File: src/rtl/i2c_pkg.sv
// Shared I2C definitions: responder FSM states, address width, ACK and R/W encodings.
package i2c_pkg;

    localparam int   I2C_ADDR_W = 7;
    localparam logic ACK        = 1'b0;
    localparam logic NACK       = 1'b1;
    localparam logic RW_WRITE   = 1'b0;
    localparam logic RW_READ    = 1'b1;

    typedef enum logic [2:0] {
        S_IDLE,
        S_ADDR,
        S_ADDR_ACK,
        S_RX_BYTE,
        S_RX_ACK,
        S_TX_BYTE,
        S_TX_ACK,
        S_WAIT_STOP
    } i2c_state_e;

endpackage

File: src/rtl/i2c_bus_sync.sv
// Brings SCL/SDA into the clk domain and flags SCL edges plus START/STOP.
// The sync registers reset high so that the bus looks idle out of reset.
module i2c_bus_sync (
    input  logic clk,
    input  logic reset,
    input  logic scl_i,
    input  logic sda_i,
    output logic sda,
    output logic scl_rise,
    output logic scl_fall,
    output logic start,
    output logic stop
);

    logic [1:0] scl_ff;
    logic [1:0] sda_ff;
    logic       scl_q;
    logic       sda_q;
    logic       scl;

    // two-stage synchronizers plus one register of the previous synced sample
    always_ff @(posedge clk or negedge reset) begin
        if (!reset) begin
            scl_ff <= 2'b11;
            sda_ff <= 2'b11;
            scl_q  <= 1'b1;
            sda_q  <= 1'b1;
        end else begin
            scl_ff <= {scl_ff[0], scl_i};
            sda_ff <= {sda_ff[0], sda_i};
            scl_q  <= scl_ff[1];
            sda_q  <= sda_ff[1];
        end
    end

    assign scl      = scl_ff[1];
    assign sda      = sda_ff[1];
    assign scl_rise = scl & ~scl_q;
    assign scl_fall = ~scl & scl_q;
    // SCL must be high in both samples, so a simultaneous SCL/SDA change is data
    assign start    = scl_q & scl & sda_q & ~sda;
    assign stop     = scl_q & scl & ~sda_q & sda;

endmodule

File: src/rtl/i2c_slave_responder.sv
// I2C target: address match, write bytes out on rx_data/rx_valid, read bytes
// fetched through tx_req/tx_data, SDA driven open-drain via sda_oe.
module i2c_slave_responder
    import i2c_pkg::*;
#(
    parameter logic [I2C_ADDR_W-1:0] ADDR = 7'h50
) (
    input  logic       clk,
    input  logic       reset,
    input  logic       scl_i,
    input  logic       sda_i,
    output logic       sda_oe,
    output logic [7:0] rx_data,
    output logic       rx_valid,
    input  logic [7:0] tx_data,
    output logic       tx_req,
    output logic       busy
);

    logic sda, scl_rise, scl_fall, start, stop;

    i2c_bus_sync u_sync (
        .clk      (clk),
        .reset    (reset),
        .scl_i    (scl_i),
        .sda_i    (sda_i),
        .sda      (sda),
        .scl_rise (scl_rise),
        .scl_fall (scl_fall),
        .start    (start),
        .stop     (stop)
    );

    i2c_state_e state, state_n;
    logic [2:0] bitcnt, bitcnt_n;
    logic [7:0] shreg, shreg_n, byte_in, rx_data_n;
    logic       rw, rw_n, ack_on, ack_on_n, ld, ld_n;
    logic       sda_oe_n, rx_valid_n, tx_req_n, busy_n;

    // state and datapath registers; reset releases SDA immediately
    always_ff @(posedge clk or negedge reset) begin
        if (!reset) begin
            state    <= S_IDLE;
            bitcnt   <= '0;
            shreg    <= '0;
            rw       <= RW_WRITE;
            ack_on   <= 1'b0;
            ld       <= 1'b0;
            sda_oe   <= 1'b0;
            rx_data  <= '0;
            rx_valid <= 1'b0;
            tx_req   <= 1'b0;
            busy     <= 1'b0;
        end else begin
            state    <= state_n;
            bitcnt   <= bitcnt_n;
            shreg    <= shreg_n;
            rw       <= rw_n;
            ack_on   <= ack_on_n;
            ld       <= ld_n;
            sda_oe   <= sda_oe_n;
            rx_data  <= rx_data_n;
            rx_valid <= rx_valid_n;
            tx_req   <= tx_req_n;
            busy     <= busy_n;
        end
    end

    // next-state and output logic driven by synced bus events
    always_comb begin
        state_n    = state;
        bitcnt_n   = bitcnt;
        shreg_n    = shreg;
        rw_n       = rw;
        ack_on_n   = ack_on;
        ld_n       = ld;
        sda_oe_n   = sda_oe;
        rx_data_n  = rx_data;
        rx_valid_n = 1'b0;
        tx_req_n   = 1'b0;
        busy_n     = busy;
        byte_in    = {shreg[6:0], sda};
        if (stop) begin
            state_n  = S_IDLE;
            sda_oe_n = 1'b0;
            busy_n   = 1'b0;
            ack_on_n = 1'b0;
        end else if (start) begin
            state_n  = S_ADDR;
            bitcnt_n = '0;
            sda_oe_n = 1'b0;
            ack_on_n = 1'b0;
        end else begin
            case (state)
                S_ADDR: if (scl_rise) begin
                    shreg_n  = byte_in;
                    bitcnt_n = bitcnt + 3'd1;
                    if (bitcnt == 3'd7) begin
                        if (byte_in[7:1] == ADDR) begin
                            state_n = S_ADDR_ACK;
                            busy_n  = 1'b1;
                            rw_n    = byte_in[0];
                        end else begin
                            state_n = S_WAIT_STOP;
                            busy_n  = 1'b0;
                        end
                    end
                end
                // ACK window runs from the first falling edge to the next one
                S_ADDR_ACK, S_RX_ACK: begin
                    if (scl_rise && state == S_ADDR_ACK && rw == RW_READ)
                        tx_req_n = 1'b1;
                    if (scl_fall) begin
                        if (!ack_on) begin
                            ack_on_n = 1'b1;
                            sda_oe_n = 1'b1;
                        end else begin
                            ack_on_n = 1'b0;
                            sda_oe_n = 1'b0;
                            bitcnt_n = '0;
                            if (state == S_ADDR_ACK && rw == RW_READ) begin
                                // the falling edge ending the ACK also puts out bit 7
                                state_n  = S_TX_BYTE;
                                shreg_n  = tx_data;
                                sda_oe_n = ~tx_data[7];
                            end else begin
                                state_n = S_RX_BYTE;
                            end
                        end
                    end
                end
                S_RX_BYTE: if (scl_rise) begin
                    shreg_n  = byte_in;
                    bitcnt_n = bitcnt + 3'd1;
                    if (bitcnt == 3'd7) begin
                        rx_data_n  = byte_in;
                        rx_valid_n = 1'b1;
                        state_n    = S_RX_ACK;
                    end
                end
                S_TX_BYTE: if (scl_fall) begin
                    if (ld) begin
                        ld_n     = 1'b0;
                        shreg_n  = tx_data;
                        sda_oe_n = ~tx_data[7];
                        bitcnt_n = '0;
                    end else if (bitcnt == 3'd7) begin
                        sda_oe_n = 1'b0;
                        state_n  = S_TX_ACK;
                    end else begin
                        shreg_n  = {shreg[6:0], 1'b0};
                        sda_oe_n = ~shreg[6];
                        bitcnt_n = bitcnt + 3'd1;
                    end
                end
                S_TX_ACK: if (scl_rise) begin
                    if (sda == ACK) begin
                        tx_req_n = 1'b1;
                        ld_n     = 1'b1;
                        state_n  = S_TX_BYTE;
                    end else begin
                        sda_oe_n = 1'b0;
                        busy_n   = 1'b0;
                        state_n  = S_WAIT_STOP;
                    end
                end
                default: ;
            endcase
        end
    end

endmodule

File: config.mk
export PLATFORM = sky130hd
export DESIGN_NAME = i2c_slave_responder
export DESIGN_NICKNAME = d
export VERILOG_FILES = /design/src/rtl/i2c_pkg.sv /design/src/rtl/i2c_bus_sync.sv /design/src/rtl/i2c_slave_responder.sv
export SDC_FILE = /design/constraint.sdc
export NUM_CORES = 1
export LEC_CHECK = 0
export BUFFER_PORTS_ARGS = -buffer_cell sky130_fd_sc_hd__clkbuf_2
export CORE_MARGIN = 2
export CORE_UTILIZATION = 30
export CTS_CLUSTER_SIZE = 10
export DETAILED_ROUTE_END_ITERATION = 10
export PLACE_DENSITY = 0.5
export SYNTH_ARGS = -nofsm -noshare
export SYNTH_HDL_FRONTEND = slang
export SYNTH_SLANG_ARGS = --single-unit
File: constraint.sdc
create_clock -name clk -period 2.56 [get_ports clk]
set_clock_uncertainty 0.2 [all_clocks]
set_input_delay 0.512 -clock clk [delete_from_list [all_inputs] [get_ports clk]]
set_output_delay 0.512 -clock clk [all_outputs]
set_load 0.01 [all_outputs]
Word-level counts from Yosys, hierarchy flattened

Index checks and enable logic that the tools add are counted.

Flip-flop bits (word level): 34
Bits of input ports: 12
Output and inout bits: 12
Word-level logic and storage cells: 159

Add/sub/neg operators: 1
Eq/ne operators: 37
Muxes and demuxes: 69
Bitwise logic cells: 15
Reduce and logical (&&, ||, !) cells: 22

Operators with widths:

| operator                                       | count |
|---|---|
| two-way mux 3 bit                              | 21 |
| two-way mux 7 bit                              | 7 |
| != test 4 bit (second input constant)          | 11 |
| two-way mux 1 bit                              | 33 |
| != test 3 bit (second input constant)          | 7 |
| one-hot mux 7 bit (3 select lines)             | 1 |
| AND reduction 6 bit                            | 3 |
| one-hot mux 3 bit (5 select lines)             | 1 |
| == test 3 bit (second input constant)          | 4 |
| != test 2 bit (second input constant)          | 6 |
| nonzero test 3 bit                             | 4 |
| AND reduction 11 bit                           | 1 |
| AND reduction 5 bit                            | 2 |
| one-hot mux 3 bit (3 select lines)             | 1 |
| AND reduction 9 bit                            | 1 |
| inverter 1 bit                                 | 8 |
| bitwise AND 1 bit                              | 7 |
| == test 7 bit (second input constant)          | 1 |
| AND reduction 7 bit                            | 1 |
| nonzero test 7 bit                             | 1 |
| == test 3 x 2 -> 1 bit (second input constant) | 2 |
| one-hot mux 1 bit (2 select lines)             | 3 |
| nonzero test 5 bit                             | 1 |
| != test 2 x 1 -> 1 bit (second input constant) | 2 |
| 12 further kinds                               | 15 |

Logic depth before layout (Yosys ltp)

Gate-level depths: netlist (run 1).

Depth in word-level cells: 8
Mapped depth: 7

Cells and area by module

A second synthesis (run 1) with hierarchy kept.

Cells, all modules: 179
Area total of the unflattened synthesis: 1826.8 µm²

By module, submodules not included:

| module              | instances | cells each | area an instance (µm²) |
|---|---|---|---|
| i2c_slave_responder | 1         | 169        | 1636.6 |
| i2c_bus_sync        | 1         | 10         | 190.2 |

Worst setup path after synthesis (run 1)

No wires, ideal clock.

Kind: reg2reg
Start: reg u_sync.scl_q
End: reg shreg[0]
Setup time: 0.125 ns
Arrival: 1.713 ns
Data required time: 2.235 ns
Path slack: 0.522 ns
Stages on the path, launching flop included: 7
Period minus slack after synthesis: 2.038 ns
Path through: dfstp_2 > nor2b_1 > a2bb2oi_2 > o21ai_2 > or2_1 > buf_6 > mux2_4

Longest elaborated chain between the ends: 5

Ends and longest elaborated chain:

| item                                                      | line                                   | RTL |
|---|---|---|
| start, declared                                           | i2c_bus_sync.sv:17                     | `logic scl_q;` |
| start signal, assigned                                    | i2c_bus_sync.sv:31                     | `scl_q <= scl_ff[1];` |
| bitwise AND 1 bit                                         | i2c_bus_sync.sv:41, i2c_bus_sync.sv:42 |  |
| bitwise AND 1 bit, on equally long branches (2 in series) | i2c_bus_sync.sv:42, i2c_bus_sync.sv:41 |  |
| inverter 1 bit (no source line)                           | n/a                                    |  |
| AND reduction 9 bit (no source line) *                    | n/a                                    |  |
| end signal, assigned                                      | i2c_slave_responder.sv:57              | `shreg <= shreg_n;` |
| end, declared                                             | i2c_slave_responder.sv:36              | `logic [7:0] shreg, shreg_n, byte_in, rx_data_n;` |

Mark *: on every way between the ends. The rest lies on a longest branch, timed or not.
A chain may end at the register's enable or synchronous reset.

Worst setup path after layout (run 1)

Start: reg state[1]
End: reg shreg[1]

Longest elaborated chain between the ends: 4

Ends and longest elaborated chain:

| item                                                         | line                                                  | RTL |
|---|---|---|
| start, declared                                              | i2c_slave_responder.sv:34                             | `i2c_state_e state, state_n;` |
| start signal, assigned                                       | i2c_slave_responder.sv:55                             | `state <= state_n;` |
| == test 3 x 2 -> 1 bit, or another cell as far along         | i2c_slave_responder.sv:94, i2c_slave_responder.sv:121 |  |
| OR reduction 2 bit, or another cell as far along             | i2c_slave_responder.sv:94                             | `case (state)` |
| != test 2 bit (no source line), or another cell as far along | n/a                                                   |  |
| AND reduction 9 bit (no source line)                         | n/a                                                   |  |

Parallel ways exist; a longest one is shown, timed or not.

==> results.yml, run 1 <==
timing:
  setup_tns_ns: 0
  period_needed_ns: 2.35
  fmax_mhz: 426
  relSlewSlack_pct: 59.9
  tightest_slew_ns: 0.602
  final-setup-viol-count: 0
  finalHoldViolCount: 0
  slew_viol_final: 0
  layout_setup_ws_ns: 0.214
  rsz0062_at_grt: "no"
  period_share_pct: 91.7
worst_setup_path:
  crit_path_end_kind: "flip-flop"
  worst-r2r-setup-slack_ns: 0.21
  r2r-start: "state[1]"
  start_kind: "flip-flop"
  path_class: "reg -> reg"
  r2r_end: "shreg[1]"
  reg2reg_depth: 5
  critPathRequiredTime_ns: 2.53
  cp_data_arrival_time_ns: 2.32
  crit_fanout: 21
finish:
  nFillCells: 622
  diodes: 0
  area.sequential_um2: 858
  design_area_um2: 2310
  final_nets: 231
  multiInputGateArea_um2: 1030
  layout-drive-gt1-share_pct: 34.1
  syn_to_final_growth_pct: 16.9
routing:
  dr.pass1.iters: 4
  drtAntennaViolNets: 0
  routed_wl_um: 4480
  drc: 0
  drtIter0Drc: 114
  num_vias: 1555
  wl_per_cell_um: 15.2
  vias_per_cell: 5.29
logic_synthesis:
  ys_seq_area_share_pct: 43.5
  synthDistinctLibCells: 52
  synth_ff_type: "dfrtp_1"
  synthCells: 187
  synth_edf_count: 0
  synthMuxAreaShare_pct: 14.8
  synthXorXnorAreaFrac_pct: 0.887
  synth_fa_ha_area_share_pct: 2.41
  synth_nets: 202
  synth_top_family_by_area: "simple AND/OR/NAND/NOR gates"
  synth_compound_area_share_pct: 15.3
  yosys.area_share.simple_pct: 18.8
  yosys_register_bits: 34
  syn_area_um2: 1970
  yosysWarningCount: 0
  avgSynthCellArea_um2: 10.6
  async_reset_ff_share_pct: 100
cts:
  htree_levels: 2
  cts_resized: 0
  cts_sinks: 34
  clk_path_buf_depth: 2
  cts_tree: "built"
  path_clk_slew_ns: 0.08
  cts_setup_buffers: 0
  cts_root_buf: "clkbuf_8"
  cts-hold-fix-buffers: 0
  cts_buffers: 5
  clk_latency_ns: 0.29
pwr:
  total_power_mw: 2.14
  power_density_nw_per_um2: 927
  leakage_nw: 1.05
  peakVddDrop_mv: 0.406
floorplan:
  chipHeight_um: 85.1
  core_um2: 6350
  ioPinCount: 24
  start_util_pct: 31.1
  die-area_um2: 7250
  rows: 29
  die_x_um: 85.1
grt:
  grt_pass1_wl_um: 7530
  grt_usage_pct: 13.2
  grt_max_degree: 35
  grt_antenna_before_repair: 0
  grt-ovfl-total: 0
  grt_pass1_vias: 1504
place:
  hpwl_um: 3160
  portBuffers: 23
  pre_cts_slack_ns: 0.226
  postPlaceCellArea_um2: 2210
  gp_congestion: 0.868
job:
  maxCapViolations: 0
worst_hold_path:
  hold_class: "in -> async"
run_status:
  status: "completed"
synthesized netlist by cell type (all sizes together) (3+ instances only):
cell,count,area [um^2]
and4bb,3,41.3
nand2b,4,25.0
o21ai,16,83.8
mux2,21,263
inv,6,22.5
nand2,9,33.8
dfstp,6,158
nor2,6,22.5
buf,9,53.8
ha,3,37.5
mux2i,3,30.0
nand3,10,50.1
a21oi,10,50.1
nor3,3,15.0
nor2b,8,50.1
dfrtp,28,701
a211oi,3,22.5
layer usage:
metal  vias to the layer above  wire length [um]  part of all wire, %  GRT usage, %
li1                        749                 -                    -             -
met2                        63              1910                   43          18.7
met5                         -                 0                    0             0
met4                         0                95                  2.1          5.63
met1                       735              2160                   48          19.1
met3                         8               301                  6.7          3.50
placed cells by master, fill, tap and decap left out, drive strengths merged, types with 3 or more instances in the layout:
cell type / Yosys / final
a211oi: 3 / 3
a21oi: 10 / 10
and4bb: 3 / 3
buf: 9 / 10
clkbuf: 2 / 29
dfrtp: 28 / 28
dfstp: 6 / 6
ha: 3 / 3
inv: 6 / 6
mux2: 21 / 21
mux2i: 3 / 3
nand2: 9 / 9
nand2b: 4 / 4
nand3: 10 / 10
nor2: 6 / 6
nor2b: 8 / 8
nor3: 3 / 3
o21ai: 16 / 16
critical path, stage by stage (launching register included):
cell,delay [ns]
dfrtp_1,0.73
or3b_2,0.49
a21oi_1,0.21
or2_1,0.18
buf_12,0.14
mux2_4,0.30
stage by stage:
step | instances | hold WS (ns) | util, %
2_1_floorplan | 187 | 0.0164 | -
3_3_place_gp | 286 | 0.145 | 34.8
3_5_place_dp | 286 | 0.147 | 34.8
4_1_cts | 294 | 0.0625 | 36.3
5_1_grt | 294 | 0.0856 | 36.3
6_report | 294 | 0.0442 | 36.3
report_power, final:
part	internal, mW	switching, mW
registers	0.650	0.203
clock network	0.216	0.204
logic	0.470	0.395
total	1.34	0.802
cell families after synthesis:
family / Yosys count
simple gates: 60
compound gates: 46
flops: 34
mux: 24
buf+inv: 17
fa+ha+maj: 4
xor+xnor: 2
final cells by class:
type	instances	share of cell area [%]
multi-input cells	136	44.7
flip-flops and latches	34	37.2
clock inverters	2	0.542
well taps	77	4.18
inverters	6	0.976
clock buffers	6	3.58
repair buffers	33	8.79
state kept, by name (all words and copies together) (netlist names):
| name | flops |
|---|---|
| ack_on | 1 |
| bitcnt | 3 |
| busy | 1 |
| ld | 1 |
| rw | 1 |
| rx_data | 8 |
| rx_valid | 1 |
| sda_oe | 1 |
| shreg | 7 |
| state | 3 |
| tx_req | 1 |
| u_sync.scl_ff | 2 |
| u_sync.scl_q | 1 |
| u_sync.sda_ff | 2 |
| u_sync.sda_q | 1 |
how the worst max path moves through the flow:
stage / start / to / slack, ns / cells after the start
4_1_cts: state[1] / shreg[1] / 0.22 / 5
5_1_grt: state[1] / shreg[2] / 0.11 / 5
3_3_place_gp: state[1] / shreg[3] / 0.25 / 5
6_report: state[1] / shreg[1] / 0.21 / 5
3_5_place_dp: state[1] / shreg[1] / 0.23 / 5
2_1_floorplan: u_sync.scl_q / shreg[0] / 0.52 / 6
Note: power is estimated with default switching activity, not from simulation.
==> inputs of run 2 (changes only) <==
--- a/config.mk
+++ b/config.mk
@@ -5,9 +5,11 @@
 export SDC_FILE = /design/constraint.sdc
 export NUM_CORES = 1
 export LEC_CHECK = 0
+export ABC_AREA = 1
 export BUFFER_PORTS_ARGS = -buffer_cell sky130_fd_sc_hd__clkbuf_2
 export CORE_MARGIN = 2
 export CORE_UTILIZATION = 30
+export CTS_CLUSTER_DIAMETER = 30
 export CTS_CLUSTER_SIZE = 10
 export DETAILED_ROUTE_END_ITERATION = 10
 export PLACE_DENSITY = 0.5
==> run 2 against run 1 <==
Effect of this change:
- die area decreased by 3.0%
- sequential share of layout area up 1.4 points
- area after synthesis down 3.1%
- total power grew 26%
- critical path depth grew 4
- sequential power down 3.6%
- final cell count grew 17%
==> results.yml, run 2 <==
run_status:
  status: "completed"
routing:
  dr.pass1.iters: 4
  num_vias: 1568
  drc: 0
  routed_wl_um: 4250
  drtAntennaViolNets: 0
  drtIter0Drc: 143
  vias_per_cell: 4.54
  wl_per_cell_um: 12.3
timing:
  final-setup-viol-count: 0
  rsz0062_at_grt: "no"
  setup_tns_ns: 0
  slew_viol_final: 0
  relSlewSlack_pct: 62.7
  finalHoldViolCount: 0
  tightest_slew_ns: 0.559
  fmax_mhz: 525
  period_needed_ns: 1.90
  period_share_pct: 74.4
pwr:
  power.internal_mw: 1.49
  total_power_mw: 2.69
  power_frac_comb_pct: 46.5
  power_density_nw_per_um2: 1210
  swShare_pct: 44.4
  leakage_nw: 1.13
  clkPwrFrac_pct: 22.9
  switching_power_mw: 1.19
  seqPwrFrac_pct: 30.6
  peakVddDrop_mv: 0.428
grt:
  grt-ovfl-total: 0
  grt_pass1_wl_um: 7320
  grt_antenna_before_repair: 0
  grt_max_degree: 35
  grt_usage_pct: 13.0
  grt_pass1_vias: 1508
cts:
  clk_latency_ns: 0.29
  cts_sinks: 34
  cts_buffers: 5
  cts_tree: "built"
  cts-hold-fix-buffers: 0
  cts_resized: 0
  cts_setup_buffers: 0
  clk_path_buf_depth: 2
  htree_levels: 2
  cts_root_buf: "clkbuf_8"
  path_clk_slew_ns: 0.07
floorplan:
  die_x_um: 83.9
  rows: 29
  core_um2: 6240
  start_util_pct: 30.7
  die-area_um2: 7030
  ioPinCount: 24
  chipHeight_um: 83.9
worst_setup_path:
  critPathTopFamily: "flip-flops"
  path_class: "reg -> reg"
  crit_fanout: 10
  critPathRequiredTime_ns: 2.54
  crit_path_end_kind: "flip-flop"
  worst-r2r-setup-slack_ns: 0.66
  cp.buffers_inverters: 2
  cpMostUsedCell: "nand2_1"
  cp_slowest_stage_delay_ns: 0.70
  start_kind: "flip-flop"
  cp_data_arrival_time_ns: 1.89
  r2r_end: "shreg[5]"
  crit_chain: "nand2_1, nand2_4, nand2_1, o21ai_1, inv_2, nand3_4, inv_4, nand2_1, nand2_1"
  cp_num_cells: 9
  critPathLaunch: "state[2]"
  reg2reg_depth: 9
  r2r-start: "state[2]"
  crit_path_end: "shreg[5]"
  cp_slowest_cell: "dfrtp_1"
logic_synthesis:
  avgSynthCellArea_um2: 7.94
  syn_area_um2: 1910
  async_reset_ff_share_pct: 100
  synthXorXnorAreaFrac_pct: 0
  synth_area_leaders: "dfrtp_1, nand2_1, dfstp_2, nand3_1, inv_1"
  synth_common_cells: "nand2_1, dfrtp_1, inv_1, nor2_1, nand3_1"
  yosysWarningCount: 0
  ys_seq_area_share_pct: 44.9
  synth_area_leader_cell: "dfrtp_1"
  synth_most_common_cell: "nand2_1"
  synth_nets: 256
  yosys_register_bits: 34
  synth_compound_area_share_pct: 9.48
  synth_top_family_by_area: "simple AND/OR/NAND/NOR gates"
  synthMuxAreaShare_pct: 0
  synth_ff_type: "dfrtp_1"
  synth_fa_ha_area_share_pct: 1.96
  netlist.area_leader.share_pct: 36.6
  synthDistinctLibCells: 27
  synth_edf_count: 0
  yosys.area_share.simple_pct: 35.1
  synthCells: 241
finish:
  fin_util_pct: 35.7
  syn_to_final_growth_pct: 16.4
  final_nets: 282
  diodes: 0
  layout-drive-gt1-share_pct: 24.3
  regMostFlops: "rx_data"
  final_common_cell: "nand2_1"
  largest_reg_flops: 8
  fin_cells: 345
  top_regs: "rx_data: 8 flops, shreg: 7 flops"
  final_cell_mix: "nand2_1, dfrtp_1, clkbuf_2"
place:
  hpwl_um: 3170
  placedCellCount: 337
  portBuffers: 23
  gp_congestion: 0.883
worst_hold_path:
  hold_class: "in -> async"
job:
  maxCapViolations: 0
-- run 2: cell types whose count changed in the layout (fill, tap and decap cells not counted), moves of 6 or more --
| cell | before | now |
|---|---|---|
| a21oi_1 | 10 | 4 |
| inv_1 | 5 | 20 |
| nor2b_1 | 8 | 0 |
| o21ai_1 | 0 | 12 |
| nand2_2 | 0 | 6 |
| mux2_4 | 7 | 0 |
| nand3_1 | 10 | 18 |
| mux2_2 | 14 | 0 |
| nand2_1 | 9 | 77 |
| nor2_1 | 6 | 19 |
| buf_4 | 9 | 1 |
-- run 2: how the worst min path moves through the flow --
stage,from,to,slack [ns],depth (start not counted)
2_1_floorplan,reset,ack_on,0.02,0
3_3_place_gp,u_sync.scl_ff[0],u_sync.scl_ff[1],0.15,0
3_5_place_dp,u_sync.sda_ff[0],u_sync.sda_ff[1],0.15,0
4_1_cts,reset,shreg[2],0.08,2
5_1_grt,scl_i,u_sync.scl_ff[0],0.1,1
6_report,reset,state[2],0.06,2
-- run 2: cell families (layout without fill, tap and decap cells) --
kind of cell             Yosys count  after routing
buffers and inverters             33             60
AO/OA/AOI/OAI                     33             33
adder cells (fa/ha/maj)            3              3
AND/OR/NAND/NOR                  138            138
flip-flops                        34             34
-- run 2: power by group through the flow --
stage                     combinational (mW)  sequential (mW)  clock (mW)
final                                   1.25            0.822       0.616
after global routing                    1.44            0.843       0.651
after CTS                               1.25            0.824       0.630
after detailed placement                1.25            0.831           0
after global placement                  1.27            0.834           0
after floorplan                         1.13            0.732           0
-- run 2: worst register-to-register path, stage by stage, from the launching register on --
cell and delay, ns:
dfrtp_1 0.70, nand2_1 0.18, nand2_4 0.16, nand2_1 0.06
o21ai_1 0.10, inv_2 0.08, nand3_4 0.14, inv_4 0.07
nand2_1 0.07, nand2_1 0.05
-- run 2: area by class of cell --
cell class | count | area (um^2)
tap | 77 | 96.3
clock buffer | 6 | 82.6
fill | 677 | 4020
inverter | 28 | 115
clock inverter | 2 | 60.1
timing repair buffer | 24 | 123
sequential | 34 | 858
multi-input combinational | 174 | 891
-- run 2: through the flow --
step	area (um^2)	setup slack (ns)	hold slack, ns
after floorplan	1910	0.917	0.0164
after global placement	2080	0.659	0.148
after detailed placement	2080	0.646	0.149
after CTS	2230	0.639	0.0769
after global routing	2230	0.443	0.0966
final	2230	0.655	0.0619
-- run 2: routing by layer --
layer  vias up  part of all wire (%)  track usage [%]  routed length [um]
met5         -                     0                0                   0
met4         0                   2.1             4.99                  91
met3         8                   5.2             3.76                 220
met2        41                    43             19.3                1810
met1       698                    50             18.1                2130
li1        821                     -                -                   -
==> inputs of run 3 (changes only) <==
==> constraint.sdc (replaced) <==
create_clock -name clk -period 1.8 [get_ports clk]
set_clock_uncertainty 0.2 [all_clocks]
set_input_delay 0.36 -clock clk [delete_from_list [all_inputs] [get_ports clk]]
set_output_delay 0.36 -clock clk [all_outputs]
set_load 0.01 [all_outputs]
==> run 3 against run 2 <==
Effect of this change:
- total power increased by 56%
- largest power group unchanged
- critical path depth increased by 2
- sequential power increased by 31%
- highest routed layer unchanged
- maximum frequency increased by 10%
- clock-buffer cell count increased by 1
- sequential share of layout area decreased by 4.0 points
- critical endpoint is now shreg[3]
- final cell count increased by 6.4%
- global-route usage increased by 1.2 points
- clock power increased by 20%
- non-clock buffer count increased by 21
- worst hold slack improved by 0.092 ns
==> results.yml, run 3 (synthesized netlist as in run 2, its figures left out) <==
run_status:
  status: "completed"
place:
  portBuffers: 23
  postPlaceCellArea_um2: 2240
  hpwl_um: 3530
  pre_cts_slack_ns: 0.00543
  gp_congestion: 0.947
grt:
  grt_antenna_before_repair: 0
  grt-ovfl-total: 0
  grt_max_degree: 21
  grt_pass1_vias: 1625
  grt_pass1_wl_um: 7970
  grt_usage_pct: 14.3
routing:
  wl_per_cell_um: 12.8
  vias_per_cell: 4.55
  drtIter0Drc: 74
  num_vias: 1671
  drtAntennaViolNets: 0
  routed_wl_um: 4680
  drc: 0
  dr.pass1.iters: 4
floorplan:
  start_util_pct: 30.7
  core_um2: 6240
  ioPinCount: 24
  die_x_um: 83.9
  die-area_um2: 7030
  rows: 29
  chipHeight_um: 83.9
worst_setup_path:
  start_kind: "flip-flop"
  crit_fanout: 9
  worst-r2r-setup-slack_ns: 0.07
  critPathRequiredTime_ns: 1.78
  path_class: "reg -> reg"
  cp_data_arrival_time_ns: 1.70
  crit_path_end_kind: "flip-flop"
finish:
  design_area_um2: 2490
  final_cell_mix: "nand2_1, dfrtp_1, clkbuf_2"
  layout-drive-gt1-share_pct: 33.8
  final_nets: 304
  syn_to_final_growth_pct: 30.0
  final_common_cell: "nand2_1"
  diodes: 0
  top_regs: "rx_data: 8 flops, shreg: 7 flops"
  regMostFlops: "rx_data"
  largest_reg_flops: 8
pwr:
  power.internal_mw: 2.28
  switching_power_mw: 1.92
  seqPwrFrac_pct: 25.6
  power_frac_comb_pct: 56.8
  power_density_nw_per_um2: 1690
  swShare_pct: 45.7
  peakVddDrop_mv: 0.590
  leakage_nw: 1.24
  clkPwrFrac_pct: 17.6
job:
  maxCapViolations: 0
cts:
  cts_root_buf: "clkbuf_8"
  clk_latency_ns: 0.29
  cts_buffers: 5
  clk_path_buf_depth: 2
  htree_levels: 2
  cts_tree: "built"
  cts_sinks: 34
  path_clk_slew_ns: 0.07
timing:
  period_needed_ns: 1.73
  slew_viol_final: 0
  layout_setup_ws_ns: 0.0713
  finalHoldViolCount: 0
  fmax_mhz: 578
  rsz0062_at_grt: "yes"
  final-setup-viol-count: 0
  tightest_slew_ns: 0.451
  period_share_pct: 96.0
  relSlewSlack_pct: 70.0
worst_hold_path:
  hold_class: "reg -> reg"
## run 3: path summary, 6_finish.rpt
check                                       from                to  cells past startpoint
worst max-delay path                    state[0]          shreg[3]                     11
worst min-delay path            u_sync.sda_ff[0]  u_sync.sda_ff[1]                      0
max in group asynchronous                  reset        rx_data[2]                      3
worst min register to register  u_sync.sda_ff[0]  u_sync.sda_ff[1]                      0
worst max register to register          state[0]          shreg[3]                     11
min in group asynchronous                  reset            ack_on                      2
## run 3: what timing repair did
item,CTS,global route
setup endpoints to repair,2,18
gates cloned,0,1
buffers inserted,1,1
pin swaps,0,7
resized for setup,1,25
hold endpoints to repair,10,0
hold buffers,3,0
## run 3: routing by layer
metal	up-vias	wire [um]	global-route usage, %
li1	869	-	-
met1	770	2300	19.7
met2	26	2160	22.0
met3	6	149	3.07
met4	0	72	5.28
met5	-	0	0
## run 3: area by class of cell
cell class / instances / area [um^2]
fillers: 657 / 3750
multi-input cells: 175 / 966
flip-flops and latches: 34 / 860
repair buffers: 45 / 329
inverters: 28 / 120
well taps: 77 / 96.3
clock buffers: 7 / 86.3
clock inverters: 1 / 30.0
## run 3: power groups by stage
stage	Clock, mW	Combinational [mW]	Sequential [mW]
after floorplan	0	1.61	1.04
after CTS	0.763	2.15	1.07
after global routing	0.802	2.68	1.10
after global placement	0	2.14	1.08
after detailed placement	0	2.13	1.08
final	0.740	2.39	1.08
## run 3: metrics by stage
step	util, %	hold WS [ns]	setup TNS, ns	power [mW]	std cells
3_5_place_dp	35.9	0.140	0	3.21	353
2_1_floorplan	-	-0.136	0	2.65	241
6_report	39.9	0.154	0	4.20	367
3_3_place_gp	35.9	0.139	-0.0262	3.22	353
5_1_grt	39.9	0.158	-0.209	4.58	367
4_1_cts	38.4	0.152	0	3.98	365
## run 3: worst max-delay path: stages (launching register included)
cell and delay [ns]:
dfrtp_1 0.40, buf_12 0.15, nor2_1 0.13, nand2_2 0.10, nand2_8 0.11, nand2_1 0.05
o21ai_1 0.09, inv_2 0.10, nand3_4 0.11, inv_4 0.06, nand2_1 0.05, nand2_1 0.05
